--- config.mk ---
export PLATFORM = sky130hd
export DESIGN_NAME = watchdog_timer_multi
export DESIGN_NICKNAME = d
export VERILOG_FILES = /design/src/rtl/watchdog_timer_multi.sv
export SDC_FILE = /design/constraint.sdc
export NUM_CORES = 1
export LEC_CHECK = 0
export CORE_ASPECT_RATIO = 2
export CORE_MARGIN = 5
export CORE_UTILIZATION = 35
export DETAILED_ROUTE_END_ITERATION = 16
export PLACE_DENSITY = 0.67
export SLEW_MARGIN = 15
export SYNTH_ARGS = -nofsm -noshare
export SYNTH_HDL_FRONTEND = slang
export SYNTH_SLANG_ARGS = --single-unit
export TNS_END_PERCENT = 1
--- constraint.sdc ---
create_clock -name clk -period 6.49 [get_ports clk]
set_input_delay 0.9735 -clock clk [delete_from_list [all_inputs] [get_ports clk]]
set_output_delay 0.9735 -clock clk [all_outputs]
set_load 0.01 [all_outputs]
--- src/rtl/watchdog_timer_multi.sv ---
// Multi-channel watchdog with a shared tick prescaler, per-channel kick windows,
// one-shot or auto-reload timeouts, and a sticky system reset request.
module watchdog_timer_multi #(
    parameter int unsigned WIDTH      = 32,
    parameter int unsigned N_CH       = 2,
    parameter int unsigned PRESCALE_W = 8
) (
    input  logic                    clk,
    input  logic                    reset,
    input  logic [N_CH-1:0]         start,
    input  logic [N_CH-1:0]         stop,
    input  logic [N_CH-1:0]         kick,
    input  logic [N_CH*WIDTH-1:0]   load,
    input  logic [N_CH*WIDTH-1:0]   preload,
    input  logic [N_CH*WIDTH-1:0]   window,
    input  logic [N_CH-1:0]         win_en,
    input  logic [N_CH-1:0]         auto_reload,
    input  logic [PRESCALE_W-1:0]   prescale,
    input  logic [N_CH-1:0]         timeout_clr,
    output logic [N_CH-1:0]         timeout,
    output logic [N_CH-1:0]         early_kick,
    output logic [N_CH-1:0]         running,
    output logic [N_CH*WIDTH-1:0]   count,
    output logic                    sys_reset_req
);

    typedef enum logic [1:0] {
        S_IDLE,
        S_RUN,
        S_EXPIRED
    } state_t;

    state_t                 state_q [N_CH];
    state_t                 state_d [N_CH];
    logic [WIDTH-1:0]       cnt_q   [N_CH];
    logic [WIDTH-1:0]       cnt_d   [N_CH];
    logic [N_CH-1:0]        to_d;
    logic [N_CH-1:0]        ek_d;
    logic [N_CH-1:0]        bite_c;
    logic [PRESCALE_W-1:0]  psc_q;
    logic                   tick_c;

    // Shared prescaler: a value above prescale simply wraps round before matching.
    assign tick_c = (psc_q == prescale);

    always_ff @(posedge clk) begin
        if (reset) begin
            psc_q <= '0;
        end else if (tick_c) begin
            psc_q <= '0;
        end else begin
            psc_q <= psc_q + PRESCALE_W'(1);
        end
    end

    // Per-channel next state; priority stop > start > kick > tick.
    always_comb begin
        bite_c = '0;
        to_d   = '0;
        ek_d   = '0;
        for (int i = 0; i < int'(N_CH); i++) begin
            state_d[i] = state_q[i];
            cnt_d[i]   = cnt_q[i];
            to_d[i]    = timeout[i] & ~timeout_clr[i];
            ek_d[i]    = early_kick[i];

            if (stop[i]) begin
                state_d[i] = S_IDLE;
                cnt_d[i]   = preload[i*WIDTH +: WIDTH];
                to_d[i]    = 1'b0;
                ek_d[i]    = 1'b0;
            end else if (start[i]) begin
                state_d[i] = S_RUN;
                cnt_d[i]   = preload[i*WIDTH +: WIDTH];
                to_d[i]    = 1'b0;
                ek_d[i]    = 1'b0;
            end else if (kick[i] && (state_q[i] == S_RUN)) begin
                cnt_d[i] = preload[i*WIDTH +: WIDTH];
                if (win_en[i] && (cnt_q[i] < window[i*WIDTH +: WIDTH])) begin
                    ek_d[i]   = 1'b1;
                    bite_c[i] = 1'b1;
                end
            end else if (tick_c && (state_q[i] == S_RUN)) begin
                if (cnt_q[i] == load[i*WIDTH +: WIDTH]) begin
                    to_d[i] = 1'b1;
                    if (auto_reload[i]) begin
                        cnt_d[i]  = preload[i*WIDTH +: WIDTH];
                        // A second timeout without an intervening clear is a bite.
                        bite_c[i] = timeout[i];
                    end else begin
                        state_d[i] = S_EXPIRED;
                        bite_c[i]  = 1'b1;
                    end
                end else begin
                    cnt_d[i] = cnt_q[i] + WIDTH'(1);
                end
            end
        end
    end

    always_ff @(posedge clk) begin
        if (reset) begin
            for (int i = 0; i < int'(N_CH); i++) begin
                state_q[i] <= S_IDLE;
                cnt_q[i]   <= '0;
            end
            timeout       <= '0;
            early_kick    <= '0;
            running       <= '0;
            sys_reset_req <= 1'b0;
        end else begin
            for (int i = 0; i < int'(N_CH); i++) begin
                state_q[i] <= state_d[i];
                cnt_q[i]   <= cnt_d[i];
                running[i] <= (state_d[i] == S_RUN);
            end
            timeout       <= to_d;
            early_kick    <= ek_d;
            sys_reset_req <= sys_reset_req | (|bite_c);
        end
    end

    for (genvar gi = 0; gi < int'(N_CH); gi++) begin : g_count
        assign count[gi*WIDTH +: WIDTH] = cnt_q[gi];
    end

endmodule

==> Word-level counts from Yosys, hierarchy flattened <==
Memory sizes are Yosys's and may differ from the RTL's.
Index checks and enable logic that the tools add are counted.
W data, S select, Z words.
{ "classes": {"add_sub_neg": 3, "magnitude_cmp": 2, "eq_ne": 7, "mux": 51, "n_bitwise": 9, "n_reduce_logical": 12} }
{ "ops": {"columns": ["op", "count"], "rows": [
  ["$mux W32", 14],
  ["$add A32 B1 Y32 const B", 2],
  ["$eq A32 B32 Y1", 2],
  ["$lt A32 B32 Y1", 2],
  ["$mux W2", 14],
  ["$mux W1", 23],
  ["$add A8 B1 Y8 const B", 1],
  ["$eq A2 B1 Y1 const B", 4],
  ["$eq A8 B8 Y1", 1],
  ["$logic_and A1 B1 Y1", 6],
  ["$reduce_or A3 Y1", 2],
  ["$or A1 B1 Y1", 5],
  ["$reduce_and A2 Y1", 2],
  ["$reduce_or A2 Y1", 2],
  ["$and A1 B1 Y1", 2],
  ["$not A1 Y1", 2]
]} }
{ "word_totals": {"register_bits": 15, "mem_bits_rw": 68, "input_bits": 214, "output_inout_bits": 71, "elab_cells": 93, "n_memories": 2} }
{ "memory_table": {"columns": ["name", "depth", "width", "rd", "rd_clocked_by_memory_dff", "wr", "line_no", "text"], "rows": [
  ["cnt_q", 2, 32, 2, 0, 2, "35", "logic [WIDTH-1:0] cnt_q [N_CH];"],
  ["state_q", 2, 2, 2, 0, 2, "33", "state_t state_q [N_CH];"]
]} }

==> Logic depth before layout (Yosys ltp) <==
Gate-level depths: netlist of the first run.
{ "logic_depth": {"depth_word": 8, "ltp_mapped": 10, "ltp_nobuf": 9} }

==> Worst setup path after synthesis of the first run <==
OpenSTA, ideal clock, no wires.
{ "synth_path": {"path_kind": "input-to-reg", "from": "input load[54]", "to": "register running[1]", "setup_ps": 130, "arrival_ps": 2562, "required_ps": 6360, "slack_ps": 3798, "path_stages": 8, "path_buffers": 1, "cell_sequence": "xor2_1 -> nor4_1 -> nand4_1 -> or2_1 -> buf_6 -> or4_4 -> a21oi_1 -> nor3_1"} }
{ "synth_via": {"elab_chain_cells": 7} }
{ "synth_rtl": {"columns": ["item", "line_no", "text"], "rows": [
  ["start, declared", "13", "input logic [N_CH*WIDTH-1:0] load,"],
  ["$eq A32 B32 Y1", "84", "if (cnt_q[i] == load[i*WIDTH +: WIDTH]) begin"],
  ["$mux W2", "84", null],
  ["$mux W2", "83", "end else if (tick_c && (state_q[i] == S_RUN)) begin"],
  ["$mux W2", "77", "end else if (kick[i] && (state_q[i] == S_RUN)) begin"],
  ["$mux W2", "72", "end else if (start[i]) begin"],
  ["$mux W2", "67", "if (stop[i]) begin"],
  ["$eq A2 B1 Y1", "115", "running[i] <= (state_d[i] == S_RUN);"],
  ["end signal, assigned by index", "115", null],
  ["end, declared", "22", "output logic [N_CH-1:0] running,"]
]} }
Every way passes these cells.
A chain may end at the register's enable or synchronous reset.

==> Flow_metrics.wiki, run 1 <==
{| class="wikitable"
! Metric !! Value
|-
| Detail-routed net length per standard cell || 19.7 um
|-
| Worst Min Path Start || state_q[0][3]$_SDFF_PP0_
|-
| Proportion of layout cells with a drive suffix above 1 || 4.14%
|-
| Slew at the pin with the worst max-slew slack || 1070 ps
|-
| Quantity of I/O buffers inserted on ports || 284
|-
| Root buffer cell || sky130_fd_sc_hd__clkbuf_16
|-
| DIE AREA || 23,600 um^2
|-
| Die height || 212 um
|-
| Crit path capture type || flip-flop
|-
| Die width || 111 um
|-
| Global Route Usage Sum || 24.1%
|-
| Number of max-slew violations in the final report || 0
|-
| Share of the yosys chip area belonging to registers || 23.2%
|-
| Vias post-DR || 8,068
|-
| Post-synthesis average cell area || 7.58 um^2
|-
| Global-route wire length before repair || 45,000 um
|-
| Drt first pass iters || 5
|-
| Fin Setup TNS || 0 ps
|-
| Setup Slack @ Placement || 1980 ps
|-
| Total instance count after detailed placement || 1,458
|-
| Terminating pin of the worst hold path || state_q[0][3]$_SDFF_PP0_
|-
| Final Worst Setup Slack || 2360 ps
|-
| Startpoint of the lowest-slack register-to-register path || cnt_q[0][4]$_SDFFE_PP0P_
|-
| Total non-filler cell area in the finished layout || 10,500 um^2
|-
| H-tree depth || 3
|-
| Ranking of synthesized cells by area || sky130_fd_sc_hd__dfxtp_1 (23%), sky130_fd_sc_hd__ha_1 (11%), sky130_fd_sc_hd__a21oi_1 (6.8%)
|-
| Remaining max-slew budget at the tightest pin || 28.1%
|-
| Detailed-route wire length || 29,100 um
|-
| Library cell occupying the most area in the post-synthesis netlist || sky130_fd_sc_hd__dfxtp_1
|-
| Count of endpoints failing hold in the final timing report || 0
|-
| Initial antenna violation count || 3
|-
| Placeable core region || 20,300 um^2
|-
| IO Pins || 285
|-
| Synthesized cell area || 7150 um^2
|-
| Hold bufs inserted after CTS || 0
|-
| Final period util || 63.6%
|-
| Crit path DAT || 4320 ps
|-
| Number of cells produced by synthesis || 943
|-
| Clock latency on the worst-skew pair || 340 ps
|-
| Max Clock Freq || 242 MHz
|-
| Detail-routed via count per cell || 5.47
|-
| Post-Syn Nets || 1,222
|-
| Critical-path maximum fanout || 31
|-
| Largest net degree at the start of global routing || 71
|-
| TritonCTS buffer count || 9
|-
| RSZ-0062 raised after global routing || no
|-
| Asr flop ratio synth || 0%
|-
| Setup clock skew after layout || 7.48 ps
|-
| FF+latch count, synth || 83
|-
| Remaining antenna violation count after routing || 0
|-
| Kind of path behind the tightest hold check || flip-flop to flip-flop
|-
| Cells traversed along the worst timing path || clkdlybuf4s50_1 > xnor2_1 > nand4_1 > nor4_1 > nand2_1 > o21a_1 > buf_4 > nand2_1 > o32ai_1
|-
| Worst Reg2Reg Path Length in Cells || 8
|-
| Maximum number of buffers from clock root to sink || 2
|-
| Run status || complete, no violations
|-
| Top cell type's share of synthesized area || 23.2%
|-
| Number of nets in the finished design || 1,482
|-
| Element type at the critical path start || primary input
|-
| Final-report setup violation count || 0
|-
| Dpl hpwl || 23,800 um
|-
| Critical path's largest stage delay || 960 ps
|-
| Post-cts repair resize count || 0
|-
| Hold Path Cell Cnt || 2
|-
| Number of distinct library cells after synthesis || 64
|-
| TritonCTS clock tree || built
|-
| DR iter-0 viols || 318
|-
| DRC violation count after routing || 0
|-
| Placement Cell Area || 10,200 um^2
|-
| Most common cell on crit path || sky130_fd_sc_hd__nand2_1
|-
| Static leakage || 4.17 nW
|-
| Critical path data required time || 6680 ps
|-
| Non-Filler Instances || 1,476
|-
| Clock transition at path regs || 70 ps
|-
| Commonest register cell after synthesis || sky130_fd_sc_hd__dfxtp_1
|-
| PwrDens || 165 nW/um^2
|-
| Number of buffers added for setup after CTS || 0
|-
| Yosys warning count || 0
|-
| Final weighted congestion in routability-driven placement || 0.885
|-
| Register-to-Register Setup Slack || 2990 ps
|-
| Area added between synthesis and finish || 47.1%
|-
| Worst reg2reg path endpoint || cnt_q[0][16]$_SDFFE_PP0P_
|-
| Peak VDD IR || 0.000162 V
|-
| Number of global-route vias before repair || 8,197
|-
| Number of enable-type register cells in the synthesized netlist || 0
|-
| Num Clock Sinks || 83
|-
| Slowest stage cell, crit path || sky130_fd_sc_hd__nor4_1
|-
| Crit Path Category || primary input to flip-flop
|-
| # fillers || 1,976
|-
| Row Count || 74
|-
| Initial core utilization || 35.3%
|-
| Total of max-cap violations || 0
|-
| Overflow left after global routing || 0
|-
| Minimum period implied by the final worst setup slack || 4130 ps
|}
where the power goes:
part | internal, W | switching [W]
Sequential | 0.000546 | 0.0000796
Combinational | 0.000295 | 0.000230
Clock | 0.000361 | 0.000226
Total | 0.00120 | 0.000536
cells in the final DEF, fill, tap and decap left out, drive strengths merged, types with 5 or more instances in the layout:
| master | count |
|---|---|
| clkdlybuf4s50 | 283 |
| inv | 106 |
| a21oi | 97 |
| dfxtp | 83 |
| nand2 | 71 |
| ha | 65 |
| nor2 | 55 |
| o21ai | 55 |
| xor2 | 42 |
| xnor2 | 36 |
| nand4 | 32 |
| nand3 | 31 |
| o32ai | 29 |
| a211oi | 23 |
| nor3 | 22 |
| nor4 | 16 |
| and3 | 12 |
| o21a | 12 |
| clkbuf | 11 |
| nor2b | 9 |
| or3 | 9 |
| nand2b | 8 |
| mux2i | 8 |
| and4 | 8 |
| buf | 8 |
| a31oi | 7 |
| o31a | 7 |
| a221oi | 6 |
| or2 | 6 |
| and2 | 5 |
| a21o | 5 |
| a311oi | 5 |
| or4 | 5 |
per-stage QoR:
step	power, W	util (%)	hold slack, ps
2_1_floorplan	0.000865	-	425
3_3_place_gp	0.00115	50.2	433
3_5_place_dp	0.00116	50.2	441
4_1_cts	0.00175	51.8	457
5_1_grt	0.00183	51.9	490
6_report	0.00174	51.9	455
worst max-delay path by stage:
stage	from	end	slack (ps)	depth (start not counted)
finish	load[4]	cnt_q[0][16]$_SDFFE_PP0P_	2360	9
global route	load[4]	cnt_q[0][16]$_SDFFE_PP0P_	2240	9
CTS	load[4]	cnt_q[0][16]$_SDFFE_PP0P_	2330	9
detailed placement	load[4]	cnt_q[0][16]$_SDFFE_PP0P_	1980	9
global placement	load[4]	cnt_q[0][16]$_SDFFE_PP0P_	2050	9
floorplan	load[54]	running[1]$_SDFF_PP0_	3800	8
routing by layer:
| layer | GRT usage [%] | vias to the layer above | part of all wire [%] | routed length, um |
|---|---|---|---|---|
| li1 | - | 3935 | - | - |
| met1 | 21.5 | 3758 | 32 | 9330 |
| met2 | 50.1 | 319 | 58 | 16800 |
| met3 | 4.16 | 54 | 5.5 | 1610 |
| met4 | 12.5 | 2 | 4.7 | 1370 |
| met5 | 0 | - | 0.045 | 13 |
logic make-up after synthesis:
group,after synthesis,synth area share [%]
buffers and inverters,147,8.47
AOI/OAI and AO/OA,269,24.7
and+or+nand+nor,293,21.6
xor gates and xnor gates,78,9.56
adders and majority gates,65,11.4
DFF,83,23.2
muxes,8,1.12
cells in the mapped netlist (18+ instances only):
cell type	instances
sky130_fd_sc_hd__a211oi_1	23
sky130_fd_sc_hd__a21oi_1	97
sky130_fd_sc_hd__buf_2	19
sky130_fd_sc_hd__clkbuf_1	18
sky130_fd_sc_hd__dfxtp_1	83
sky130_fd_sc_hd__ha_1	65
sky130_fd_sc_hd__inv_1	104
sky130_fd_sc_hd__nand2_1	70
sky130_fd_sc_hd__nand3_1	31
sky130_fd_sc_hd__nand4_1	31
sky130_fd_sc_hd__nor2_1	53
sky130_fd_sc_hd__nor3_1	20
sky130_fd_sc_hd__o21ai_0	49
sky130_fd_sc_hd__o32ai_1	25
sky130_fd_sc_hd__xnor2_1	36
sky130_fd_sc_hd__xor2_1	42
sequential cells by signal, summed over array words and instances (netlist names):
name / count
timeout: 2
cnt_q: 64
sys_reset_req: 1
early_kick: 2
state_q: 4
psc_q: 8
running: 2
area by class of cell:
| class | count | area [um^2] | share of cell area (%) |
|---|---|---|---|
| Clock buffer | 11 | 253 | 2.40 |
| Tap cell | 266 | 333 | 3.16 |
| Timing Repair Buffer | 291 | 2890 | 27.5 |
| Clock inverter | 5 | 82.6 | 0.785 |
| Sequential cell | 83 | 1660 | 15.8 |
| Multi-Input combinational cell | 713 | 4900 | 46.6 |
| Antenna cell | 2 | 5.00 | 0.0476 |
| Inverter | 105 | 394 | 3.75 |
critical path, delay by kind of cell:
family,cells,cell delay (ps)
compound gates,2,420
xor+xnor,1,260
buf+inv,2,650
simple gates,4,2000
No activity file was read; power rests on OpenSTA's default activity.
==> run 2: changes to the inputs <==
Settings changed: PLACE_DENSITY 0.67 to 0.69.
Clock period 6.49 ns to 3.5 ns, I/O delays scaled along.
==> Flow_metrics.wiki, run 2 (synthesis results as in run 1) <==
{| class="wikitable"
! Metric !! Value
|-
| Critical Path Stages || 9 (unchanged)
|-
| Die height || 212 um (unchanged)
|-
| Proportion of layout cells with a drive suffix above 1 || 6.07% (+1.9 points)
|-
| Dominant delay contributor by cell family on the critical path || simple AND/OR/NAND/NOR gates
|-
| Slowest stage cell, crit path || sky130_fd_sc_hd__nor4_1
|-
| DIE AREA || 23,600 um^2 (unchanged)
|-
| Critical path data required time || 3700 ps (-2980 ps)
|-
| Final hold slack || 449 ps (-6.32 ps)
|-
| Quantity of I/O buffers inserted on ports || 284 (unchanged)
|-
| Worst Min Path Start || state_q[0][3]$_SDFF_PP0_
|-
| Peak VDD IR || 0.000185 V (+14%)
|-
| Hold Path Cell Cnt || 2 (unchanged)
|-
| Largest net degree at the start of global routing || 58 (-18%)
|-
| Fin Setup TNS || 0 ps (unchanged)
|-
| TritonCTS buffer count || 9 (unchanged)
|-
| Initial antenna violation count || 0 (-3)
|-
| Cells traversed along the worst timing path || clkdlybuf4s50_1 > xor2_1 > nor4_1 > nand4_1 > or2_1 > o21a_2 > buf_4 > a21oi_1 > a211oi_1
|-
| Num Clock Sinks || 83 (unchanged)
|-
| Kind of path behind the tightest hold check || flip-flop to flip-flop
|-
| Total of max-cap violations || 0 (unchanged)
|-
| Die width || 111 um (unchanged)
|-
| Hold bufs inserted after CTS || 0 (unchanged)
|-
| Worst reg2reg path endpoint || cnt_q[0][49]$_SDFFE_PP0P_
|-
| Most common cell after layout, fill and taps aside || sky130_fd_sc_hd__clkdlybuf4s50_1
|-
| Final-report setup violation count || 0 (unchanged)
|-
| Detail-routed via count per cell || 5.44 (-0.51%)
|-
| DRC violation count after routing || 0 (unchanged)
|-
| Antenna cell count || 0 (-2)
|-
| Largest Register || cnt_q
|-
| Final period util || 87.5%
|-
| RSZ-0062 raised after global routing || no
|-
| Clock transition at path regs || 60 ps (about the same)
|-
| Terminating pin of the worst hold path || state_q[0][3]$_SDFF_PP0_
|-
| Remaining max-slew budget at the tightest pin || 62.0% (+34 points)
|-
| Number of global-route vias before repair || 8,355 (+1.9%)
|-
| Setup clock skew after layout || 8.13 ps (+0.649 ps)
|-
| Global Route Usage Sum || 24.3% (+0.21 points)
|-
| Clock latency on the worst-skew pair || 340 ps (about the same)
|-
| Area added between synthesis and finish || 50.9%
|-
| Count of endpoints failing hold in the final timing report || 0 (unchanged)
|-
| Number of buffers added for setup after CTS || 0 (unchanged)
|-
| Global-route wire length before repair || 44,900 um (-0.11%)
|-
| Crit path DAT || 3260 ps (-1060 ps)
|-
| Initial core utilization || 35.3% (unchanged)
|-
| Crit Path Category || primary input to flip-flop
|-
| Number of max-slew violations in the final report || 0 (unchanged)
|-
| Remaining antenna violation count after routing || 0 (unchanged)
|-
| H-tree depth || 3 (unchanged)
|-
| Static leakage || 4.33 nW (+3.8%)
|-
| Slew at the pin with the worst max-slew slack || 567 ps (-502 ps)
|-
| Number of nets in the finished design || 1,511 (+2.0%)
|-
| Max reg flops || 64 (unchanged)
|-
| Dpl hpwl || 24,600 um (+3.3%)
|-
| Maximum number of buffers from clock root to sink || 2 (unchanged)
|-
| Final weighted congestion in routability-driven placement || 0.956 (+8.0%)
|-
| Detail-routed net length per standard cell || 19.8 um (+0.38%)
|-
| Critical path's largest stage delay || 540 ps (-420 ps)
|-
| Root buffer cell || sky130_fd_sc_hd__clkbuf_16
|-
| Run status || complete, no violations
|-
| Critical-path maximum fanout || 18 (-42%)
|-
| Element type at the critical path start || primary input
|-
| PwrDens || 299 nW/um^2 (+81%)
|-
| Max Clock Freq || 327 MHz
|-
| Post-cts repair resize count || 0 (unchanged)
|-
| Register-to-Register Setup Slack || 550 ps (-2440 ps)
|-
| DR iter-0 viols || 251 (-21%)
|-
| IO Pins || 285 (unchanged)
|-
| Drt first pass iters || 4 (-1)
|-
| Placeable core region || 20,300 um^2 (unchanged)
|-
| Leading cell types in the layout, fill and taps excluded || sky130_fd_sc_hd__clkdlybuf4s50_1 (283), sky130_fd_sc_hd__inv_1 (104), sky130_fd_sc_hd__a21oi_1 (97)
|-
| Startpoint of the lowest-slack register-to-register path || cnt_q[0][41]$_SDFFE_PP0P_
|-
| TritonCTS clock tree || built
|-
| Crit path capture type || flip-flop
|-
| Row Count || 74 (unchanged)
|-
| Worst Reg2Reg Path Length in Cells || 8 (unchanged)
|-
| Regs by FF count || cnt_q: 64 flops, psc_q: 8 flops, state_q: 4 flops
|-
| Number of buffers and inverters on the critical path || 2 (unchanged)
|-
| Vias post-DR || 8,168 (+1.2%)
|-
| Minimum period implied by the final worst setup slack || 3060 ps
|-
| Overflow left after global routing || 0 (unchanged)
|-
| Detailed-route wire length || 29,700 um (+2.2%)
|}
run 2: changes by cell type in the layout (fill, tap and decap cells not counted):
cell,previous run,this run
sky130_fd_sc_hd__buf_4,7,29
sky130_fd_sc_hd__buf_12,0,7
sky130_fd_sc_hd__clkbuf_1,0,3
sky130_fd_sc_hd__diode_2,2,0
sky130_fd_sc_hd__inv_6,2,0
sky130_fd_sc_hd__clkbuf_8,2,1
sky130_fd_sc_hd__clkinv_2,1,0
run 2: metrics by stage:
step	total power (W)	util, %	area, um^2	cells	setup WS (ps)
detailed placement	0.00220	51.7	10500	1487	134
CTS	0.00325	53.2	10800	1502	496
global placement	0.00219	51.7	10500	1487	172
global route	0.00338	53.2	10800	1502	335
finish	0.00322	53.2	10800	1502	438
floorplan	0.00160	-	7150	943	1200
run 2: layer usage:
layer | global-route usage [%] | vias up | share of wire, %
li1 | - | 3991 | -
met1 | 21.2 | 3805 | 32
met2 | 51.1 | 311 | 57
met3 | 3.90 | 61 | 5.2
met4 | 13.1 | 0 | 5.1
met5 | 0 | - | 0
run 2: how the worst max path moves through the flow:
| stage | from | endpoint | slack [ps] |
|---|---|---|---|
| 2_1_floorplan | cnt_q[0][0]$_SDFFE_PP0P_ | cnt_q[0][26]$_SDFFE_PP0P_ | 1200 |
| 3_5_place_dp | load[49] | cnt_q[0][49]$_SDFFE_PP0P_ | 130 |
| 5_1_grt | load[49] | cnt_q[0][49]$_SDFFE_PP0P_ | 340 |
| 3_3_place_gp | load[49] | cnt_q[0][56]$_SDFFE_PP0P_ | 170 |
| 4_1_cts | load[49] | cnt_q[0][49]$_SDFFE_PP0P_ | 500 |
| 6_report | load[49] | cnt_q[0][49]$_SDFFE_PP0P_ | 440 |
run 2: where the power goes:
part / total, W / internal [W] / switching [W]
clock: 0.00104 / 0.000643 / 0.000395
sequential: 0.00115 / 0.00101 / 0.000135
combinational: 0.00104 / 0.000584 / 0.000453
total: 0.00322 / 0.00224 / 0.000983
run 2: tightest hold or removal path, stage by stage, from the launching register on:
cell	delay (ps)
sky130_fd_sc_hd__dfxtp_1	310
sky130_fd_sc_hd__inv_1	50
sky130_fd_sc_hd__a21boi_1	40
run 2: layout make-up:
type                    instances  area [um^2]
fillers                      1956         9490
multi-input cells             713         4900
repair buffers                320         3200
flip-flops and latches         83         1660
inverters                     105          394
well taps                     266          333
clock buffers                  13          250
clock inverters                 2         60.1
==> RTL edit 1 (config.mk and constraints of run 2) <==
Register the output `count`, cleared by the reset; this adds one clock of latency there. The other outputs are not delayed to match.
--- a/src/rtl/watchdog_timer_multi.sv
+++ b/src/rtl/watchdog_timer_multi.sv
@@ -31,2 +31,4 @@
     } state_t;
+
+    logic [N_CH*WIDTH-1:0] count_d;
 
@@ -123,3 +125,11 @@
     for (genvar gi = 0; gi < int'(N_CH); gi++) begin : g_count
-        assign count[gi*WIDTH +: WIDTH] = cnt_q[gi];
+        assign count_d[gi*WIDTH +: WIDTH] = cnt_q[gi];
+    end
+
+    always_ff @(posedge clk) begin
+        if (reset) begin
+            count <= '0;
+        end else begin
+            count <= count_d;
+        end
     end
Behaviour: not the same (Yosys sat finds a counterexample within 4 cycles, from zero or initial values and one cycle with reset high).
==> RTL edit 1 against run 2 <==
Sequential cell count rose by 64. Final area rose by 24%. Power rose by 55%. Sequential share of layout area rose by 6.6 points. Setup slack improved by 0.26 ns. Area after synthesis rose by 32%. Wire length rose by 17%. Critical endpoint is now cnt_q[0][29]$_SDFFE_PP0P_. Highest routed layer is now met5.
==> RTL edit 1: results (changes against run 2) <==
stage	metric	value	unit	change
outcome	status	complete, no violations		unchanged
global_routing	grt_pass1_wl	54370	um	was 44,910 um
worst_setup_path	path_max_fanout	20		was 18
global_routing	grt_pass1_vias	9940		was 8,355
clock_network	clkLatencyLatePin	0.45	ns	was 0.34 ns
yosys	synth_area_leaders	dfxtp_1 (31%), ha_1 (8.6%), xor2_1 (7.0%), mux2i_1 (4.4%), inv_1 (4.1%)		was dfxtp_1 (23%), ha_1 (11%), a21oi_1 (6.8%), inv_1 (5.5%), xor2_1 (5.1%)
placement	dp_slack	0.3716	ns	was 0.1342 ns
routing	routed-wl-met2	16130	um	was 17,040 um
worst_setup_path	cp-startpoint	cnt_q[0][30]$_SDFFE_PP0P_		was load[49]
routing	via_per_inst	5.587		was 5.438
routing	met1_length	14720	um	was 9597 um
yosys	syn-instance-count	1076		was 943
global_routing	grtUsageMet2	35.49	%	was 51.11%
placement	place_congestion	0.9154		was 0.9556
yosys	synth_commonest_cells	dfxtp_1 (147), inv_1 (104), nor2_1 (91)		was inv_1 (104), a21oi_1 (97), dfxtp_1 (83)
placement	dp.cells	1690		was 1,487
global_routing	grt_max_degree	84		was 58
power	switching_share	28.80	%	was 30.51%
timing	slew_headroom	45.12	%	was 62.02%
clock_network	cts_made_buffers	17		was 9
cells_and_area	num-fill-cells	2432		was 1,956
yosys	ys_seq_area_share	31.28	%	was 23.24%
min_path	hold_class	in -> reg		was reg -> reg
cells_and_area	drive_gt1_share	8.952	%	was 6.068%
routing	top_layer_used	met5		was met4
placement	placed_area	12720	um2	was 10,480 um2
global_routing	antenna_found_initial	1		was 0
power	peakVddDrop	0.2737	mV	was 0.1853 mV
power	leakagePower	5.447	nW	was 4.331 nW
yosys	synth.net_count	1355		was 1,222
global_routing	grt.met3_usage	6.338	%	was 3.902%
cells_and_area	stdcell_count	1722		was 1,502
worst_setup_path	crit-reg2reg-launch	cnt_q[0][30]$_SDFFE_PP0P_		was cnt_q[0][41]$_SDFFE_PP0P_
routing	dr_wl_met3	3191	um	was 1549 um
cells_and_area	reg_top3	cnt_q: 64 flops, count: 64 flops, psc_q: 8 flops		was cnt_q: 64 flops, psc_q: 8 flops, state_q: 4 flops
timing	fin_skew	0.01150	ns	was 0.008127 ns
yosys	yosysUniqueCellTypes	78		was 64
global_routing	grt_usage	22.16	%	was 24.30%
clock_network	htreeDepth	4		was 3
worst_setup_path	critPathArrivalTime	3.15	ns	was 3.26 ns
[RTL edit 1: logic make-up after synthesis]
| family | Yosys count | synth area share, % |
|---|---|---|
| mux | 41 | 4.362 |
| buf+inv | 155 | 7.062 |
| compound gates | 231 | 20.14 |
| simple gates | 359 | 21.25 |
| fa+ha+maj | 65 | 8.645 |
| flops | 147 | 31.28 |
| xor+xnor | 78 | 7.262 |
[RTL edit 1: critical path, cell delays in order, from the launching register on]
cell	delay, ns
dfxtp_1	0.54
xor2_1	0.12
nor4_1	0.54
nand4_1	0.42
o31ai_4	0.28
buf_4	0.33
nand3_2	0.19
a22oi_1	0.28
[RTL edit 1: final cells by class]
class | count | area [um2] | share of cell area (%)
clock buffers | 18 | 439.2 | 3.286
clock inverters | 14 | 201.4 | 1.507
inverters | 104 | 390.4 | 2.921
multi-input cells | 774 | 5829 | 43.62
flip-flops and latches | 147 | 2943 | 22.02
well taps | 348 | 435.4 | 3.258
repair buffers | 317 | 3126 | 23.39
[RTL edit 1: power groups by stage]
stage               clock network, mW  registers, mW  logic (mW)
floorplan                           0           1.92       0.527
global placement                    0           1.96        1.02
detailed placement                  0           1.97        1.05
CTS                              2.05           1.93        1.05
global route                     2.11           1.94        1.15
finish                           2.02           1.93        1.05
[RTL edit 1: worst paths after layout]
check,end,slack (ns),cells past startpoint
setup / recovery,cnt_q[0][29]$_SDFFE_PP0P_,0.70,7
hold reg to reg,early_kick[0]$_SDFFE_PP0P_,0.50,1
hold / removal,count[60]$_SDFF_PP0_,0.46,2
setup reg to reg,cnt_q[0][29]$_SDFFE_PP0P_,0.70,7
==> RTL edit 2 (flow settings as in run 2) <==
Made on the original files. Change the parameter `WIDTH` from 32 to 36.
--- a/src/rtl/watchdog_timer_multi.sv
+++ b/src/rtl/watchdog_timer_multi.sv
@@ -3,3 +3,3 @@
 module watchdog_timer_multi #(
-    parameter int unsigned WIDTH      = 32,
+    parameter int unsigned WIDTH      = 36,
     parameter int unsigned N_CH       = 2,
Interface: changed (resized count, load, preload and window); port bits go from 285 to 317. No check against the original RTL was run, so the function may have changed too.
==> RTL edit 2 against run 2 <==
Clock skew is 0.0031 ns higher. Area after synthesis is 11% higher. Cell count is 11% higher. Wire length is 20% higher. Setup slack better by 0.081 ns. Register-to-register slack better by 0.11 ns. Core utilization is 0.78 points higher. Clock power is 12% higher. Sequential share of layout area is 0.17 points lower. Power is 11% higher. Synthesized cell count is 12% higher. Final area is 11% higher. Count of clock-buffer cells in the layout is 3 lower. Sequential cell count is 8 higher.
==> RTL edit 2: results (changes against run 2) <==
stage	metric	value	unit	change
yosys	synth-adder-area-share	11.56	%	was 11.38%
placement	dp_slack	0.1936	ns	was 0.1342 ns
global_routing	grt_pass1_wl	52970	um	was 44,910 um
power	peakVddDrop	0.2807	mV	was 0.1853 mV
cells_and_area	area_growth	51.38	%	was 50.95%
yosys	synth_xor_xnor_area_share	9.530	%	was 9.555%
yosys	synth_compound_area_share	24.68	%	about the same
yosys	netlist_area	7904	um2	was 7149 um2
worst_setup_path	path_max_fanout	20		was 18
global_routing	grtUsageMet2	50.80	%	was 51.11%
timing	fin_skew	0.01127	ns	was 0.008127 ns
yosys	synth.net_count	1368		was 1,222
global_routing	grt.met3_usage	4.737	%	was 3.902%
worst_setup_path	rrSetupSlack	0.66	ns	was 0.55 ns
global_routing	antenna_found_initial	1		was 0
worst_setup_path	critPathSlowestCell	or4_4		was nor4_1
timing	min_period_over_period	85.18	%	was 87.50%
routing	routedWlPerCell	21.47	um	was 19.78 um
cells_and_area	reg_top3	cnt_q: 72 flops, psc_q: 8 flops, state_q: 4 flops		was cnt_q: 64 flops, psc_q: 8 flops, state_q: 4 flops
yosys	muxShareOfSynthArea	0.2533	%	was 1.120%
cells_and_area	buffer_area_share	29.72	%	was 29.61%
outcome	status	complete, no violations		unchanged
worst_setup_path	critPathTopFamily	compound AO/OA/AOI/OAI gates		was simple AND/OR/NAND/NOR gates
cells_and_area	num-fill-cells	2144		was 1,956
power	leakagePower	4.765	nW	was 4.331 nW
placement	portBuffers	316		was 284
cells_and_area	multi_input_area_share	45.57	%	was 45.38%
global_routing	grt_pass1_vias	9461		was 8,355
placement	placed_area	11620	um2	was 10,480 um2
cells_and_area	seq_area	1822	um2	was 1662 um2
cells_and_area	nonClockInverterCount	119		was 105
-- RTL edit 2: cell types whose count changed in the layout (fill, tap and decap cells not counted), sizes merged, moves of 11 or more --
cell | run 2 | this run
o31ai | 3 | 14
o32ai | 29 | 40
inv | 104 | 119
buf | 37 | 49
xnor2 | 36 | 58
a21o | 5 | 22
xor2 | 42 | 28
nor3 | 22 | 57
clkdlybuf4s50 | 283 | 315
a21oi | 97 | 120
nand4 | 32 | 43
o21ai | 55 | 40
-- RTL edit 2: worst paths after layout --
path | start | endpoint | depth (start not counted)
worst min register to register | early_kick[0]$_SDFFE_PP0P_ | early_kick[0]$_SDFFE_PP0P_ | 2
worst max-delay path | load[28] | cnt_q[0][14]$_SDFFE_PP0P_ | 9
worst min-delay path | early_kick[0]$_SDFFE_PP0P_ | early_kick[0]$_SDFFE_PP0P_ | 2
worst max register to register | cnt_q[0][28]$_SDFFE_PP0P_ | cnt_q[0][14]$_SDFFE_PP0P_ | 8
